<file path="src/rtl/m_inputmux_nch.sv">
// N-channel I/O input mux: per-channel fixed-latency or handshake FSM with timeout,
// capture register rDee and the final Di merge stage toward the core.
module m_inputmux_nch #(
  parameter int                NCH        = 4,
  parameter int                IWIDTH     = 32,
  parameter int                CHSEL_LSB  = 27,
  parameter logic [NCH*4-1:0]  WAITSTATES = {(NCH*4){1'b0}},
  parameter logic [NCH-1:0]    ACKMODE    = {NCH{1'b0}},
  parameter int                TIMEOUT    = 15
) (
  input  logic                    clk,
  input  logic                    rst_n,
  input  logic [31:0]             DAT_O,
  input  logic [NCH*IWIDTH-1:0]   DAT_I,
  input  logic [NCH-1:0]          ch_ack_i,
  input  logic [31:0]             ADR_O,
  input  logic                    sra_msb,
  input  logic                    sa00,
  input  logic                    STB_O,
  input  logic                    qACK,
  input  logic                    corerunning,
  output logic [31:0]             Di,
  output logic [31:0]             rDee,
  output logic                    ACK_O,
  output logic                    ERR_O,
  output logic                    busy
);

  localparam int         CW      = (NCH > 1) ? $clog2(NCH) : 1;
  localparam logic [1:0] ST_IDLE = 2'd0;
  localparam logic [1:0] ST_WAIT = 2'd1;
  localparam logic [1:0] ST_ACK  = 2'd2;
  localparam logic [7:0] TO_LAST = 8'(TIMEOUT - 1);

  logic [1:0]    state_r, state_s;
  logic [CW-1:0] chq_r, chq_s, ch_s;
  logic [7:0]    cnt_r, cnt_s;
  logic [31:0]   rdee_r, rdee_s, shadr_s;
  logic          err_s, ch_ok_s;
  logic          ack_r, err_r, busy_r, sa00mod_r;

  function automatic logic [3:0] ws_of(input logic [CW-1:0] c);
    logic [3:0] r;
    r = 4'd0;
    for (int i = 0; i < NCH; i++) begin
      if (c == CW'(i)) r = WAITSTATES[i*4 +: 4];
    end
    return r;
  endfunction

  function automatic logic bit_of(input logic [NCH-1:0] v, input logic [CW-1:0] c);
    logic r;
    r = 1'b0;
    for (int i = 0; i < NCH; i++) begin
      if (c == CW'(i)) r = v[i];
    end
    return r;
  endfunction

  function automatic logic [31:0] dat_of(input logic [NCH*IWIDTH-1:0] d, input logic [CW-1:0] c);
    logic [31:0] r;
    r = 32'd0;
    for (int i = 0; i < NCH; i++) begin
      if (c == CW'(i)) r = 32'(d[i*IWIDTH +: IWIDTH]);
    end
    return r;
  endfunction

  assign ch_s    = ADR_O[CHSEL_LSB +: CW];
  assign ch_ok_s = (32'(ch_s) < NCH);
  assign shadr_s = {sra_msb, ADR_O[31:1]};

  // Next-state, counter and capture decisions; every write to rdee is gated by corerunning
  always_comb begin
    state_s = state_r;
    chq_s   = chq_r;
    cnt_s   = cnt_r;
    rdee_s  = rdee_r;
    err_s   = 1'b0;
    case (state_r)
      ST_IDLE: begin
        if (STB_O && corerunning) begin
          chq_s = ch_s;
          if (!ch_ok_s) begin
            state_s = ST_ACK;
            err_s   = 1'b1;
            rdee_s  = 32'd0;
          end else begin
            state_s = ST_WAIT;
            cnt_s   = bit_of(ACKMODE, ch_s) ? 8'd0 : {4'd0, ws_of(ch_s)};
          end
        end else begin
          state_s = ST_IDLE;
        end
      end
      ST_WAIT: begin
        if (!corerunning) begin
          state_s = ST_IDLE;
        end else if (bit_of(ACKMODE, chq_r)) begin
          // a ready on the timeout cycle still wins over the timeout
          if (bit_of(ch_ack_i, chq_r)) begin
            rdee_s  = dat_of(DAT_I, chq_r);
            state_s = ST_ACK;
          end else if (cnt_r == TO_LAST) begin
            rdee_s  = 32'hFFFF_FFFF;
            err_s   = 1'b1;
            state_s = ST_ACK;
          end else begin
            cnt_s = cnt_r + 8'd1;
          end
        end else begin
          if (cnt_r == 8'd0) begin
            rdee_s  = dat_of(DAT_I, chq_r);
            state_s = ST_ACK;
          end else begin
            cnt_s = cnt_r - 8'd1;
          end
        end
      end
      ST_ACK: begin
        state_s = ST_IDLE;
      end
      default: begin
        state_s = ST_IDLE;
      end
    endcase
  end

  // FSM state, capture register, registered status outputs and the Di mux select
  always_ff @(posedge clk or negedge rst_n) begin
    if (!rst_n) begin
      state_r   <= ST_IDLE;
      chq_r     <= {CW{1'b0}};
      cnt_r     <= 8'd0;
      rdee_r    <= 32'd0;
      ack_r     <= 1'b0;
      err_r     <= 1'b0;
      busy_r    <= 1'b0;
      sa00mod_r <= 1'b0;
    end else begin
      state_r   <= state_s;
      chq_r     <= chq_s;
      cnt_r     <= cnt_s;
      rdee_r    <= rdee_s;
      ack_r     <= (state_s == ST_ACK);
      err_r     <= (state_s == ST_ACK) & err_s;
      busy_r    <= (state_s != ST_IDLE);
      sa00mod_r <= ~(qACK | ack_r | sa00 | ~corerunning);
    end
  end

  assign Di    = sa00mod_r ? DAT_O : ((DAT_O & rdee_r) | (~DAT_O & shadr_s));
  assign rDee  = rdee_r;
  assign ACK_O = ack_r;
  assign ERR_O = err_r;
  assign busy  = busy_r;

endmodule

</file>
<file path="config.mk">
export PLATFORM = sky130hd
export DESIGN_NAME = m_inputmux_nch
export DESIGN_NICKNAME = d
export VERILOG_FILES = /design/src/rtl/m_inputmux_nch.sv
export SDC_FILE = /design/constraint.sdc
export NUM_CORES = 1
export LEC_CHECK = 0
export BUFFER_PORTS_ARGS = -buffer_cell sky130_fd_sc_hd__buf_2
export CAP_MARGIN = 10
export CORE_AREA = 2 2 106 108
export CTS_CLUSTER_DIAMETER = 200
export DETAILED_ROUTE_END_ITERATION = 16
export DIE_AREA = 0 0 108 110
export PLACE_DENSITY = 0.68
export SETUP_SLACK_MARGIN = 0.02
export SLEW_MARGIN = 0
export SYNTH_ARGS = -nofsm -noshare
export SYNTH_HDL_FRONTEND = slang
export SYNTH_SLANG_ARGS = --single-unit
</file>
<file path="constraint.sdc">
create_clock -name clk -period 2 [get_ports clk]
set_input_delay 0.5 -clock clk [delete_from_list [all_inputs] [get_ports clk]]
set_output_delay 0.5 -clock clk [all_outputs]
set_load 0.02 [all_outputs]
</file>
==> flow_summary.toml <==
[status]
status = "completed"

[timing]
hold_viol = 0
worst_clock_skew_ns = 0.005641
period_minus_slack_ns = 1.929
period_share = 0.9644
hold_ws_ns = 0.3468
fin_setup_tns_ns = 0
finalSetupViolations = 0
grt_setup_unrepaired = "yes"
slew_violations = 0
fmax_mhz = 518.5

[detailed_routing]
vias_per_cell = 4.960
totalWireLength_um = 10720
final_antenna_net_count = 0
routed-via-count = 3373
wl_per_cell_um = 15.76
dr.pass1.iters = 4
drt-initial-drc-count = 160
drc = 0

[floorplan]
die_w_um = 108
rows = 38
die-height_um = 110
ios = 270
coreArea_um2 = 10700
die-area_um2 = 11880
initial_core_util = 0.3097

[synth]
synth_largest_area_cell = "dfrtp_1"
synthCells = 275
seq_area_frac_synth = 0.3550
syn_nets = 479
ys_types = 35
synth.top_cell.area_share = 0.3550
synth_edf_count = 0
yosysMostFrequentCell = "o21ai_0"
avgSynthCellArea_um2 = 12.05
yosys_warnings = 0
async_reset_ff_frac = 1.000
synth.area.top_cells = "dfrtp_1 35%, mux4_2 22%, mux2_4 13%, o21ai_0 10%, nand2b_1 6.2%"
yosys_register_bits = 47
ys_top_cells_by_count = "69 x o21ai_0, 47 x dfrtp_1, 33 x nand2b_1"
syn_area_um2 = 3313
synth-main-ff-cell = "dfrtp_1"

[cts]
numCtsBuffers = 5
clockBufferDepth = 2
worstSkewPairLatency_ns = 0.30
cts_sinks = 47
htree_num_levels = 2
cts_tree = "yes"
cts_setup_buffers = 0
clkTransAtPathRegs_ns = 0.09
cts_root_buffer = "clkbuf_8"

[setup_path]
cp.required_ns = 1.50
cp-start-kind = "register"
crit_arrival_ns = 1.43
cp.depth = 4
critPathBufInv = 2
cp-end-kind = "output port"
cp_slowest_cell = "dfrtp_1"
cp_cell_sequence = "buf_8 -> nand2b_1 -> o21ai_0 -> buf_2"
cp_top_family = "flip-flops"
critical_path_class = "reg -> out"
critPathMaxStageDelay_ns = 0.42
path_max_fanout = 36
worst_r2r_path_depth = 5

[final_layout]
area_growth_pct = 49.66
diodes = 0
drive_gt1_frac = 0.6611
fill_cells = 1026
finish.utilization = 0.4635
final_nets = 743

[min_path]
min_path_type = "in -> reg"
min_delay_path_depth = 2

[place]
port_buffers = 263
gp_congestion = 0.7901
dp.final_hpwl_um = 9091

[global_routing]
grt_pass1_vias = 3244
antenna_found_initial = 2
grt_pass1_wl_um = 15770
grt_max_degree = 37
grt_usage = 0.1710
grt_remaining_overflow = 0

[power_and_ir_drop]
ir_drop_uv = 511.0
powerDensity_nw_per_um2 = 1150
p_leak_nw = 2.600

[job]
cap_violations = 0
==> where the power goes <==
part,total (mW),switching [mW],internal (mW)
Clock,0.699,0.327,0.373
Sequential,1.74,0.361,1.37
Combinational,3.27,1.63,1.64
Total,5.70,2.31,3.39
==> cells in the final DEF, fill, tap and decap left out, types with 3 or more instances in the layout <==
master,n
buf_2,261
o21ai_0,62
dfrtp_1,46
nand2b_1,33
mux4_2,32
mux2_4,28
buf_4,10
o21ai_1,7
mux2_2,7
inv_1,6
a21oi_1,5
clkbuf_8,5
or3_1,4
nor2_1,3
==> sequential cells by signal, indices dropped and copies added, names as in the netlist <==
register   flops
rDee          32
chq_r          2
ACK_O          1
cnt_r          8
sa00mod_r      1
busy           1
state_r        2
==> layer usage <==
layer	share of wire	GRT usage	vias up
li1	-	-	1568
met1	0.38	0.2028	1626
met2	0.54	0.3158	161
met3	0.069	0.02998	14
met4	0.010	0.05220	4
met5	0.0025	0	-
==> worst paths after layout <==
path                                        end                  from  slack, ns
max                                       Di[1]   sa00mod_r$_DFF_PN0_       0.07
max reg2reg                rDee[10]$_DFFE_PN0P_  cnt_r[4]$_DFFE_PN0P_       0.09
min in group asynchronous       ACK_O$_DFF_PN0_                 rst_n       0.51
max in group asynchronous  rDee[11]$_DFFE_PN0P_                 rst_n       1.00
min                         sa00mod_r$_DFF_PN0_                  sa00       0.35
min reg2reg                 sa00mod_r$_DFF_PN0_       ACK_O$_DFF_PN0_       0.44
==> metrics by stage <==
stage	total power, mW	cells	area, um2	worst slack (ns)
after floorplan	3.911	275	3313	0.2016
after global placement	4.957	671	4820	0.1396
after detailed placement	5.046	671	4820	0.1156
after CTS	5.761	680	4946	0.02886
after global routing	6.076	680	4959	0.006072
final	5.703	680	4959	0.07118
==> cells by family after synthesis <==
family	share of synthesized area
DFF	0.3550
buffers and inverters	0.03738
other	0.001132
adders and majority gates	0.003776
AOI/OAI and AO/OA	0.1182
muxes	0.3682
and+or+nand+nor	0.1163
==> what timing repair did <==
| item | in CTS | in global routing |
|---|---|---|
| hold buffers | 1 | 0 |
| endpoints found under the setup margin | 2 | 15 |
| gates resized for setup | 2 | 10 |
| hold endpoints to repair | 1 | 0 |
==> cell type report <==
type                       instances  area, um2  share of cell area
clock buffer                       5      68.82             0.01388
multi-input combinational        203       2013              0.4060
sequential                        47       1177              0.2374
timing repair buffer             276       1458              0.2940
tap                              140      175.2             0.03533
clock inverter                     3      43.79            0.008832
inverter                           6      22.52            0.004542
(Power assumes the default switching activity.)
